File: src/rtl/uart_msg_pkg.sv
// Shared types and constants for the UART message sequencer.
// Define UART_MSG_CRLF_EN to end every message with CR LF instead of LF.
package uart_msg_pkg;

   localparam logic [2:0] COL_RED   = 3'b100;
   localparam logic [2:0] COL_BLUE  = 3'b001;
   localparam logic [2:0] COL_GREEN = 3'b010;

   localparam logic [7:0] ASCII_LF   = 8'h0A;
   localparam logic [7:0] ASCII_CR   = 8'h0D;
   localparam logic [7:0] ASCII_DASH = 8'h2D;
   localparam logic [7:0] ASCII_HASH = 8'h23;
   localparam logic [7:0] ASCII_EQ   = 8'h3D;
   localparam logic [7:0] ASCII_0    = 8'h30;

`ifdef UART_MSG_CRLF_EN
   localparam logic [4:0] TERM_LEN = 5'd2;
`else
   localparam logic [4:0] TERM_LEN = 5'd1;
`endif

   typedef enum logic [1:0] {
      EVT_RED,
      EVT_BLUE,
      EVT_GREEN,
      EVT_NODE
   } evt_kind_e;

   typedef enum logic [1:0] {
      IDLE,
      LOAD,
      START,
      WAIT
   } state_e;

   typedef struct packed {
      evt_kind_e  kind;
      logic [6:0] val;
   } evt_t;

   function automatic logic [4:0] body_len(evt_t e);
      if (e.kind != EVT_NODE) return 5'd13;
      return (e.val >= 7'd10) ? 5'd7 : 5'd6;
   endfunction

   function automatic logic [4:0] last_idx(evt_t e);
      return body_len(e) + TERM_LEN - 5'd1;
   endfunction

   function automatic logic [7:0] msg_char(evt_t e, logic [4:0] idx);
      logic [4:0] blen;
      logic [6:0] tens;
      logic [6:0] ones;
      logic [7:0] c;
      blen = body_len(e);
      tens = e.val / 7'd10;
      ones = e.val - tens * 7'd10;
      c    = ASCII_LF;
      if (idx >= blen) begin
         if (idx == blen && TERM_LEN == 5'd2) c = ASCII_CR;
      end else if (e.kind == EVT_NODE) begin
         case (idx)
            5'd0:    c = "N";
            5'd1:    c = "O";
            5'd2:    c = "D";
            5'd3:    c = "E";
            5'd4:    c = ASCII_EQ;
            5'd5:    c = ASCII_0 + {1'b0, (e.val >= 7'd10) ? tens : ones};
            default: c = ASCII_0 + {1'b0, ones};
         endcase
      end else begin
         case (idx)
            5'd0:    c = "S";
            5'd1:    c = "L";
            5'd2:    c = "M";
            5'd3:    c = ASCII_DASH;
            5'd4:    c = "F";
            5'd5:    c = "S";
            5'd6:    c = "U";
            5'd7:    c = (e.kind == EVT_RED)  ? "2" :
                         (e.kind == EVT_BLUE) ? "3" : "1";
            5'd8:    c = ASCII_DASH;
            5'd9:    c = (e.kind == EVT_GREEN) ? "A" : "I";
            5'd10:   c = (e.kind == EVT_RED) ? "M" : "S";
            5'd11:   c = ASCII_DASH;
            default: c = ASCII_HASH;
         endcase
      end
      return c;
   endfunction

endpackage

File: src/rtl/uart_msg_seq_if.sv
// Byte handshake between the message sequencer and a UART transmitter.
interface uart_msg_seq_if;

   logic       tx_start;
   logic [7:0] msg;
   logic       tx_done;

   modport master (
      output tx_start,
      output msg,
      input  tx_done
   );

   modport slave (
      input  tx_start,
      input  msg,
      output tx_done
   );

endinterface

File: src/rtl/uart_msg_evt_fifo.sv
// Event queue: synchronous FIFO with two ordered write ports and one read port.
// Port 0 always takes the first free slot, so a same-cycle pair keeps port 0.
module uart_msg_evt_fifo
   import uart_msg_pkg::*;
#(
   parameter int EVT_DEPTH = 4
) (
   input  logic clk_3125KHz,
   input  logic rst,
   input  logic wr0_en,
   input  evt_t wr0_data,
   input  logic wr1_en,
   input  evt_t wr1_data,
   input  logic rd_en,
   output evt_t rd_data,
   output logic full,
   output logic empty,
   output logic drop
);

   localparam int AW = $clog2(EVT_DEPTH);
   localparam logic [AW:0] DEPTH_C = (AW+1)'(EVT_DEPTH);

   evt_t          mem [EVT_DEPTH];
   logic [AW-1:0] wp;
   logic [AW-1:0] rp;
   logic [AW:0]   cnt;
   logic [AW:0]   room;
   logic          do_rd;
   logic          acc0;
   logic          acc1;

   assign full    = (cnt == DEPTH_C);
   assign empty   = (cnt == '0);
   assign rd_data = mem[rp];

   // A pop in the same cycle frees a slot for an incoming write.
   always_comb begin
      do_rd = rd_en && !empty;
      room  = DEPTH_C - cnt + {{AW{1'b0}}, do_rd};
      acc0  = wr0_en && (room != '0);
      acc1  = wr1_en &&
              (acc0 ? (room > (AW+1)'(1)) : (room != '0));
      drop  = (wr0_en && !acc0) || (wr1_en && !acc1);
   end

   always_ff @(posedge clk_3125KHz) begin
      if (rst) begin
         wp  <= '0;
         rp  <= '0;
         cnt <= '0;
      end else begin
         if (acc0) mem[wp] <= wr0_data;
         if (acc1) mem[acc0 ? wp + AW'(1) : wp] <= wr1_data;
         wp  <= wp + AW'(acc0) + AW'(acc1);
         if (do_rd) rp <= rp + AW'(1);
         cnt <= cnt + (AW+1)'(acc0) + (AW+1)'(acc1)
                - (AW+1)'(do_rd);
      end
   end

endmodule

File: src/rtl/uart_msg_seq.sv
// Turns color/node events into ASCII messages sent byte by byte to a UART.
// Terminator is LF, or CR LF when UART_MSG_CRLF_EN is defined.
module uart_msg_seq
   import uart_msg_pkg::*;
#(
   parameter int NODE_W    = 4,
   parameter int EVT_DEPTH = 4
) (
   input  logic              clk_3125KHz,
   input  logic              rst,
   input  logic              color_valid,
   input  logic [2:0]        detected_color,
   input  logic              node_valid,
   input  logic [NODE_W-1:0] node,
   output logic              busy,
   output logic              overflow,
   uart_msg_seq_if.master    tx
);

   state_e     state;
   logic [4:0] idx;
   evt_t       cur;

   logic       col_ok;
   evt_kind_e  col_kind;
   logic [6:0] node_cap;

   logic       col_pend;
   logic       node_pend;
   evt_t       col_evt;
   evt_t       node_evt;

   evt_t       head;
   logic       rd_en;
   logic       full;
   logic       empty;
   logic       drop;

   always_comb begin
      col_ok   = 1'b1;
      col_kind = EVT_RED;
      unique case (1'b1)
         (detected_color == COL_RED):   col_kind = EVT_RED;
         (detected_color == COL_BLUE):  col_kind = EVT_BLUE;
         (detected_color == COL_GREEN): col_kind = EVT_GREEN;
         default:                       col_ok   = 1'b0;
      endcase
   end

   always_comb begin
      node_cap = (32'(node) > 32'd99) ? 7'd99 : 7'(node);
   end

   // Payload is captured at the strobe; the queue write follows a cycle later.
   always_ff @(posedge clk_3125KHz) begin
      if (rst) begin
         col_pend  <= 1'b0;
         node_pend <= 1'b0;
         col_evt   <= '0;
         node_evt  <= '0;
      end else begin
         col_pend  <= color_valid && col_ok;
         node_pend <= node_valid;
         if (color_valid) col_evt  <= '{kind: col_kind, val: 7'd0};
         if (node_valid)  node_evt <= '{kind: EVT_NODE, val: node_cap};
      end
   end

   uart_msg_evt_fifo #(
      .EVT_DEPTH (EVT_DEPTH)
   ) u_fifo (
      .clk_3125KHz (clk_3125KHz),
      .rst         (rst),
      .wr0_en      (col_pend),
      .wr0_data    (col_evt),
      .wr1_en      (node_pend),
      .wr1_data    (node_evt),
      .rd_en       (rd_en),
      .rd_data     (head),
      .full        (full),
      .empty       (empty),
      .drop        (drop)
   );

   assign rd_en = (state == IDLE) && !empty;
   assign busy  = (state != IDLE) || !empty || full;

   always_ff @(posedge clk_3125KHz) begin
      if (rst) begin
         state       <= IDLE;
         idx         <= 5'd0;
         cur         <= '0;
         tx.tx_start <= 1'b0;
         tx.msg      <= 8'h00;
         overflow    <= 1'b0;
      end else begin
         if (drop) overflow <= 1'b1;
         tx.tx_start <= 1'b0;
         unique case (state)
            IDLE: begin
               idx <= 5'd0;
               if (!empty) begin
                  cur   <= head;
                  state <= LOAD;
               end
            end
            LOAD: begin
               tx.msg      <= msg_char(cur, idx);
               tx.tx_start <= 1'b1;
               state       <= START;
            end
            START: state <= WAIT;
            WAIT: begin
               if (tx.tx_done) begin
                  if (idx == last_idx(cur)) begin
                     state <= IDLE;
                  end else begin
                     idx   <= idx + 5'd1;
                     state <= LOAD;
                  end
               end
            end
            default: state <= IDLE;
         endcase
      end
   end

endmodule

File: src/flat_wrapper.sv
// flat-port wrapper written by rule: the top's interface ports become plain ports
module uart_msg_seq_flat import uart_msg_pkg::*;
#(
   parameter int NODE_W    = 4,
   parameter int EVT_DEPTH = 4
)
  (clk_3125KHz, rst, color_valid, detected_color, node_valid, node, busy, overflow, tx_tx_start, tx_msg, tx_tx_done);
  uart_msg_seq_if tx_i ();
  input  logic clk_3125KHz;
  input  logic rst;
  input  logic color_valid;
  input  logic [2:0] detected_color;
  input  logic node_valid;
  input  logic [NODE_W-1:0] node;
  output logic busy;
  output logic overflow;
  output wire logic [$bits(tx_i.tx_start)-1:0] tx_tx_start;
  output wire logic [$bits(tx_i.msg)-1:0] tx_msg;
  input wire logic [$bits(tx_i.tx_done)-1:0] tx_tx_done;
  assign tx_tx_start = tx_i.tx_start;
  assign tx_msg = tx_i.msg;
  assign tx_i.tx_done = tx_tx_done;
  uart_msg_seq #(.NODE_W(NODE_W), .EVT_DEPTH(EVT_DEPTH)) u_core (.clk_3125KHz(clk_3125KHz), .rst(rst), .color_valid(color_valid), .detected_color(detected_color), .node_valid(node_valid), .node(node), .busy(busy), .overflow(overflow), .tx(tx_i));
endmodule
File: config.mk
export PLATFORM = sky130hd
export DESIGN_NAME = uart_msg_seq_flat
export DESIGN_NICKNAME = d
export VERILOG_FILES = /design/src/rtl/uart_msg_pkg.sv /design/src/rtl/uart_msg_seq_if.sv /design/src/rtl/uart_msg_evt_fifo.sv /design/src/rtl/uart_msg_seq.sv /design/src/flat_wrapper.sv
export SDC_FILE = /design/constraint.sdc
export NUM_CORES = 1
export LEC_CHECK = 0
export CORE_MARGIN = 2
export CORE_UTILIZATION = 40
export DETAILED_ROUTE_END_ITERATION = 8
export GPL_ROUTABILITY_DRIVEN = 0
export PLACE_DENSITY = 0.65
export RECOVER_POWER = 100
export SYNTH_ARGS = -nofsm -noshare
export SYNTH_HDL_FRONTEND = slang
export SYNTH_SLANG_ARGS = --single-unit
File: constraint.sdc
create_clock -name clk_3125KHz -period 4.2 [get_ports clk_3125KHz]
set_clock_uncertainty 0.2 [all_clocks]
set_input_delay 1.26 -clock clk_3125KHz [delete_from_list [all_inputs] [get_ports clk_3125KHz]]
set_output_delay 1.26 -clock clk_3125KHz [all_outputs]
set_load 0.005 [all_outputs]
Word level (Yosys, flattened, before mapping):

Memory sizes are Yosys's and may differ from the RTL's. A register that Yosys moved wholly into a read port is not among the register bits.
Cells that the tools add are included.

* multipliers: 1
* equality and inequality tests: 26
* magnitude comparators: 3
* bitwise operators: 1
* div/mod/pow operators: 1
* muxes and demuxes: 42
* add/sub/neg operators: 15
* reductions and logical operators: 26

Operators with widths (count)
* $pmux 8 s9: 1
* $mux 5: 11
* $pmux 8 s6: 1
* $mux 8: 3
* $eq 5x3->1 const B: 4
* $eq 5x4->1 const B: 4
* $mux 1: 17
* $add 6x7->8 const A: 2
* $add 5x1->5 const B: 2
* $eq 5x2->1 const B: 2
* $pmux 5 s2: 1
* $add 3x1->3: 3
* $eq 2x2->1 const B: 4
* $mux 2: 4
* $ne 2x2->1 const B: 4
* $pmux 2 s4: 1
* $div 7x4->7 const B: 1
* $ge 7x4->1 const B: 1
* $logic_and 1x1->1: 7
* $mul 7x3->6 const B: 1
* $mux 7: 1
* $sub 7x7->7: 1
* $eq 3x3->1 const B: 2
* $reduce_or 3->1: 2
* other kinds (25): 35

* register bits: 40
* bits in writable memories: 24
* input port bits: 12
* memories kept: 1

Memories
* u_core.u_fifo.mem: words 4, width 6, rd ports 1, clocked after memory_dff 1, wr ports 2, RTL line uart_msg_evt_fifo.sv:24 `evt_t mem [EVT_DEPTH];`

Longest topological paths before layout:

* depth in word-level cells: 15
* mapped depth: 17
* mapped depth without buffers: 15

By module:

A second synthesis with hierarchy kept.

* cell total of the unflattened synthesis: 506
* area, all modules: 5122.4 sq um

Modules (own cells, without submodules)
* uart_msg_seq: sequential area each 700.7 sq um, times used 1, area each 2575.0 sq um, cells an instance 334
* uart_msg_evt_fifo: sequential area each 1261.2 sq um, times used 1, area each 2547.4 sq um, cells an instance 172

Worst setup path before layout:

OpenSTA, ideal clock, no wires.

* kind: register to register
* from: register u_core.state[0]
* to: register u_core.u_fifo.cnt[1]
* arrival: 3.214 ns
* path buffers: 1
* setup time: 0.128 ns
* slack: 0.658 ns
* stages on the path, launching flop included: 15
* path through: dfxtp_1 -> inv_1 -> ha_1 -> nand2b_1 -> buf_2 -> ha_1 -> inv_1 -> ha_1 -> nand2b_1 -> o21ai_0 -> ha_1 -> fa_1 -> inv_1 -> fa_1 -> nor2b_1

* word-level cells in the longest chain between the ends: 10

Ends and longest elaborated chain
* start, declared: RTL line uart_msg_seq.sv:20 `state_e state;`
* start signal, assigned: RTL line uart_msg_seq.sv:90 `state <= IDLE;`
* start signal, assigned: RTL line uart_msg_seq.sv:104 `state <= LOAD;`
* start signal, assigned: RTL line uart_msg_seq.sv:110 `state <= START;`
* $logic_not 2->1 (*): RTL line uart_msg_seq.sv:85 `assign rd_en = (state == IDLE) && !empty;`
* $logic_and 1x1->1 (*): RTL line uart_msg_seq.sv:85
* $logic_and 1x1->1 (*): RTL line uart_msg_evt_fifo.sv:39 `do_rd = rd_en && !empty;`
* parallel branches: the longest is 6 deep, another holds $add 3x1->3
* $sub 3x1->3 (*): RTL line uart_msg_evt_fifo.sv:58 `- (AW+1)'(do_rd);`
* end signal, assigned: RTL line uart_msg_evt_fifo.sv:57 `cnt <= cnt + (AW+1)'(acc0) + (AW+1)'(acc1)`
* end, declared: RTL line uart_msg_evt_fifo.sv:27 `logic [AW:0] cnt;`

Every way passes the cells marked *.
A chain may end at the register's enable or synchronous reset.

==> summary by stage <==
Floorplan
Pin placement for this block handled 23 I/O pins. The core region is 9280 um^2. The number of core rows is 35.

The floorplan step set the die width to around 100 um. Measured along the y axis, the die boundary spans 102 um. The initial cell density of the core is 0.413. The area of the die is 10400 um^2.

Final layout
The post-route cell area is 4300 um^2. The number of diodes is 0. After the last flow step, the layout net total stands at 440. Of the cells placed in the final design, the portion with a size suffix greater than 1 is 0.0887. The area growth from synthesis to layout is 12.3%.

Global routing
Entering global routing, the biggest net connects 38 pins. The number of antenna violations at the first check in global routing was 0. The wire length of the first global-routing pass is 13500 um. The via count of the first global-routing pass is 2800. In the global route stage, overall resource usage came out at 0.166. The remaining global-route overflow is 0.

Synthesis
The share of synthesized flip-flops with an asynchronous set or reset is 0. The most used flip-flop cell after synthesis is dfxtp_1. The number of storage elements in the synthesis netlist is 63.

The number of different library cells used by synthesis comes to 65. Sorting the synthesized cells by area gives the leading types as dfxtp_1 20%, edfxtp_1 19%, ha_1 7.5%. The number of warnings issued by yosys is 0. dfxtp_1 takes more of the synthesized area than any other cell. Summing every instance area after synthesis gives 3830 um^2. Each instance of the synthesized netlist takes up on average 9.93 um^2.

The number of synthesized flops with an enable pin is 24. Ranked by instance count, the synthesized netlist is headed by 39 x dfxtp_1, 39 x nor2_1, 26 x inv_1, 24 x edfxtp_1, 24 x nand2_1. The share of synthesized area in the top cell type comes to 0.204. The cell count after synthesis is 386. For this run, the register share of the synthesized area comes to 0.392. The number of nets in the synthesized netlist is 425.

Setup path
The cell repeated most along the worst path is ha_1. The library cell contributing the largest single delay on the critical path is a31oi_1. The type of element launching the critical path is a register. For the worst setup path, the data arrival time is about 3.7 ns. Grouping stages by cell kind, the critical path spends the most delay in simple AND/OR/NAND/NOR gates. The largest single stage delay on the critical path is 0.63 ns.

The worst path buffer plus inverter count is 2. Traced cell by cell, the critical path runs through nor3_1 > nand2b_1 > ha_1 > inv_1 > ha_1 > xor2_1 > buf_4 > or4_2 > a31oi_1 > a21o_1. The data required time of the worst path is 4.02 ns. By startpoint and endpoint, the worst setup path is classified as register to register.

Of all nets on the critical path, the largest fanout is 8. The worst setup path is captured at a register.

Placed design
The post-detailed-placement cell area is 4150 um^2. Input and output buffers added on the ports amount to 22. The placed wire-length estimate after detailed placement is approximately 5800 um.

Timing
The final critical path time including I/O delays and setup is a little under 4 ns. For the pin with the worst max-slew slack, the measured transition is 0.909 ns. Setup repair after global routing left no endpoint under its margin.

The worst pin sits at a relative slew slack of 0.386. The number of failing hold endpoints at the final stage is 0. The max-slew violation total from the final report was 0. Dividing the final minimum period by the clock period gives 0.928. Static timing analysis puts the maximum clock frequency at 257 MHz. After routing, the total negative slack on setup checks comes to 0 ns. Setup violations remaining at the end of the flow were counted as 0.

Drt
The first routing iteration left 121 violations. The total via count after detailed routing is between 2000 and 3000. For this run, the detailed router's first-pass iteration total came to 4. Using the TritonRoute via totals, the vias-per-cell ratio works out to 5.25. The remaining design rule violation count is 0. The detail route stage leaves a number of antenna-violating nets equal to 0. The routed length per placed instance is 14.7 um. For this block, the routed nets add up to ~7900 um of wire.

CTS
The clock reaches the later pin of the worst-skew pair after 0.34 ns. TritonCTS created 9 clock buffers. The post-cts resize count is 0. After clock tree synthesis, the flow added hold-fix buffers numbering 0. Clock-pin slew was measured on the worst setup and hold paths at 0.08 ns. The tree built by TritonCTS fans out to 63 sinks. After clock tree synthesis, the setup repair step added 0 buffers. TritonCTS built the clock tree. The cell chosen for the clock root is clkbuf_8. The maximum buffer depth of the clock tree is 2. The H-tree was split into 3 levels.

Status
The run finished with clean final reports.

Run
The max capacitance violation total is 0.

Worst hold path
The min-delay analysis places its worst path in the category register to register.

Power
The reported leakage power is 1.61 nW. The worst IR drop on VDD is 0.000224 V. The power density of the placed cells is between 500 and 600 nW/um^2.
[worst paths after layout]
check	from	to	slack, ns	depth (start not counted)
setup / recovery	u_core.u_fifo.cnt[2]$_SDFF_PP0_	u_core.u_fifo.mem[0][3]$_SDFFCE_PN0P_	0.30	10
hold / removal	u_core.tx.msg[6]$_SDFFE_PP0P_	u_core.tx.msg[6]$_SDFFE_PP0P_	0.25	2
setup reg to reg	u_core.u_fifo.cnt[2]$_SDFF_PP0_	u_core.u_fifo.mem[0][3]$_SDFFCE_PN0P_	0.30	10
hold reg to reg	u_core.tx.msg[6]$_SDFFE_PP0P_	u_core.tx.msg[6]$_SDFFE_PP0P_	0.25	2
[per-layer routing]
| metal | vias up | part of all wire | track usage |
|---|---|---|---|
| met3 | 7 | 0.035 | 0.0369 |
| met4 | 0 | 0.0079 | 0.0605 |
| met2 | 45 | 0.50 | 0.290 |
| met1 | 1331 | 0.46 | 0.201 |
| met5 | - | 0 | 0 |
| li1 | 1424 | - | - |
[worst min-delay path, stage by stage, from the launching register on]
cell and delay (ns):
dfxtp_1 0.33, nand2_1 0.05, o41ai_1 0.05
[cells by family after synthesis]
group | after synthesis | synth area share
AND/OR/NAND/NOR | 130 | 0.176
adder cells (fa/ha/maj) | 28 | 0.0986
XOR/XNOR | 9 | 0.0206
multiplexers | 22 | 0.0859
buffers and inverters | 48 | 0.0500
AO/OA/AOI/OAI | 86 | 0.177
flip-flops | 63 | 0.392
[state kept, by name, summed over array words and instances (netlist names), 3 cells and up]
signal and flops:
u_core.u_fifo.cnt 3, u_core.idx 5, u_core.cur 6, u_core.tx.msg 8
u_core.node_evt 5, u_core.u_fifo.mem 24
[area by class of cell]
class	count	area, um^2
timing repair buffer	25	239
clock inverter	7	103
multi-input combinational	275	2070
sequential	63	1500
fill	909	4980
inverter	27	101
tap	129	161
clock buffer	9	124
[report_power, final]
| group | switching [mW] | internal [mW] |
|---|---|---|
| registers | 0.103 | 0.738 |
| logic | 0.496 | 0.384 |
| clock network | 0.260 | 0.341 |
| total | 0.859 | 1.46 |
[metrics by stage]
stage | std cells | utilization | power [mW] | hold slack (ns) | setup slack, ns
floorplan | 386 | - | 1.53 | 0.234 | 0.658
global placement | 519 | 0.446 | 1.73 | 0.244 | 0.599
detailed placement | 519 | 0.446 | 1.78 | 0.242 | 0.398
CTS | 535 | 0.471 | 2.39 | 0.261 | 0.358
global route | 535 | 0.463 | 2.50 | 0.285 | 0.0338
finish | 535 | 0.463 | 2.32 | 0.252 | 0.304
[cells in the final DEF (no fill, tap or decap), types with 9 or more instances in the layout]
master / count
a21oi_1: 17
and2_0: 11
clkbuf_8: 9
dfxtp_1: 39
dlygate4sd3_1: 14
edfxtp_1: 24
ha_1: 23
inv_1: 26
nand2_1: 24
nor2_1: 39
o21ai_0: 15
No activity file was read; power rests on OpenSTA's default activity.
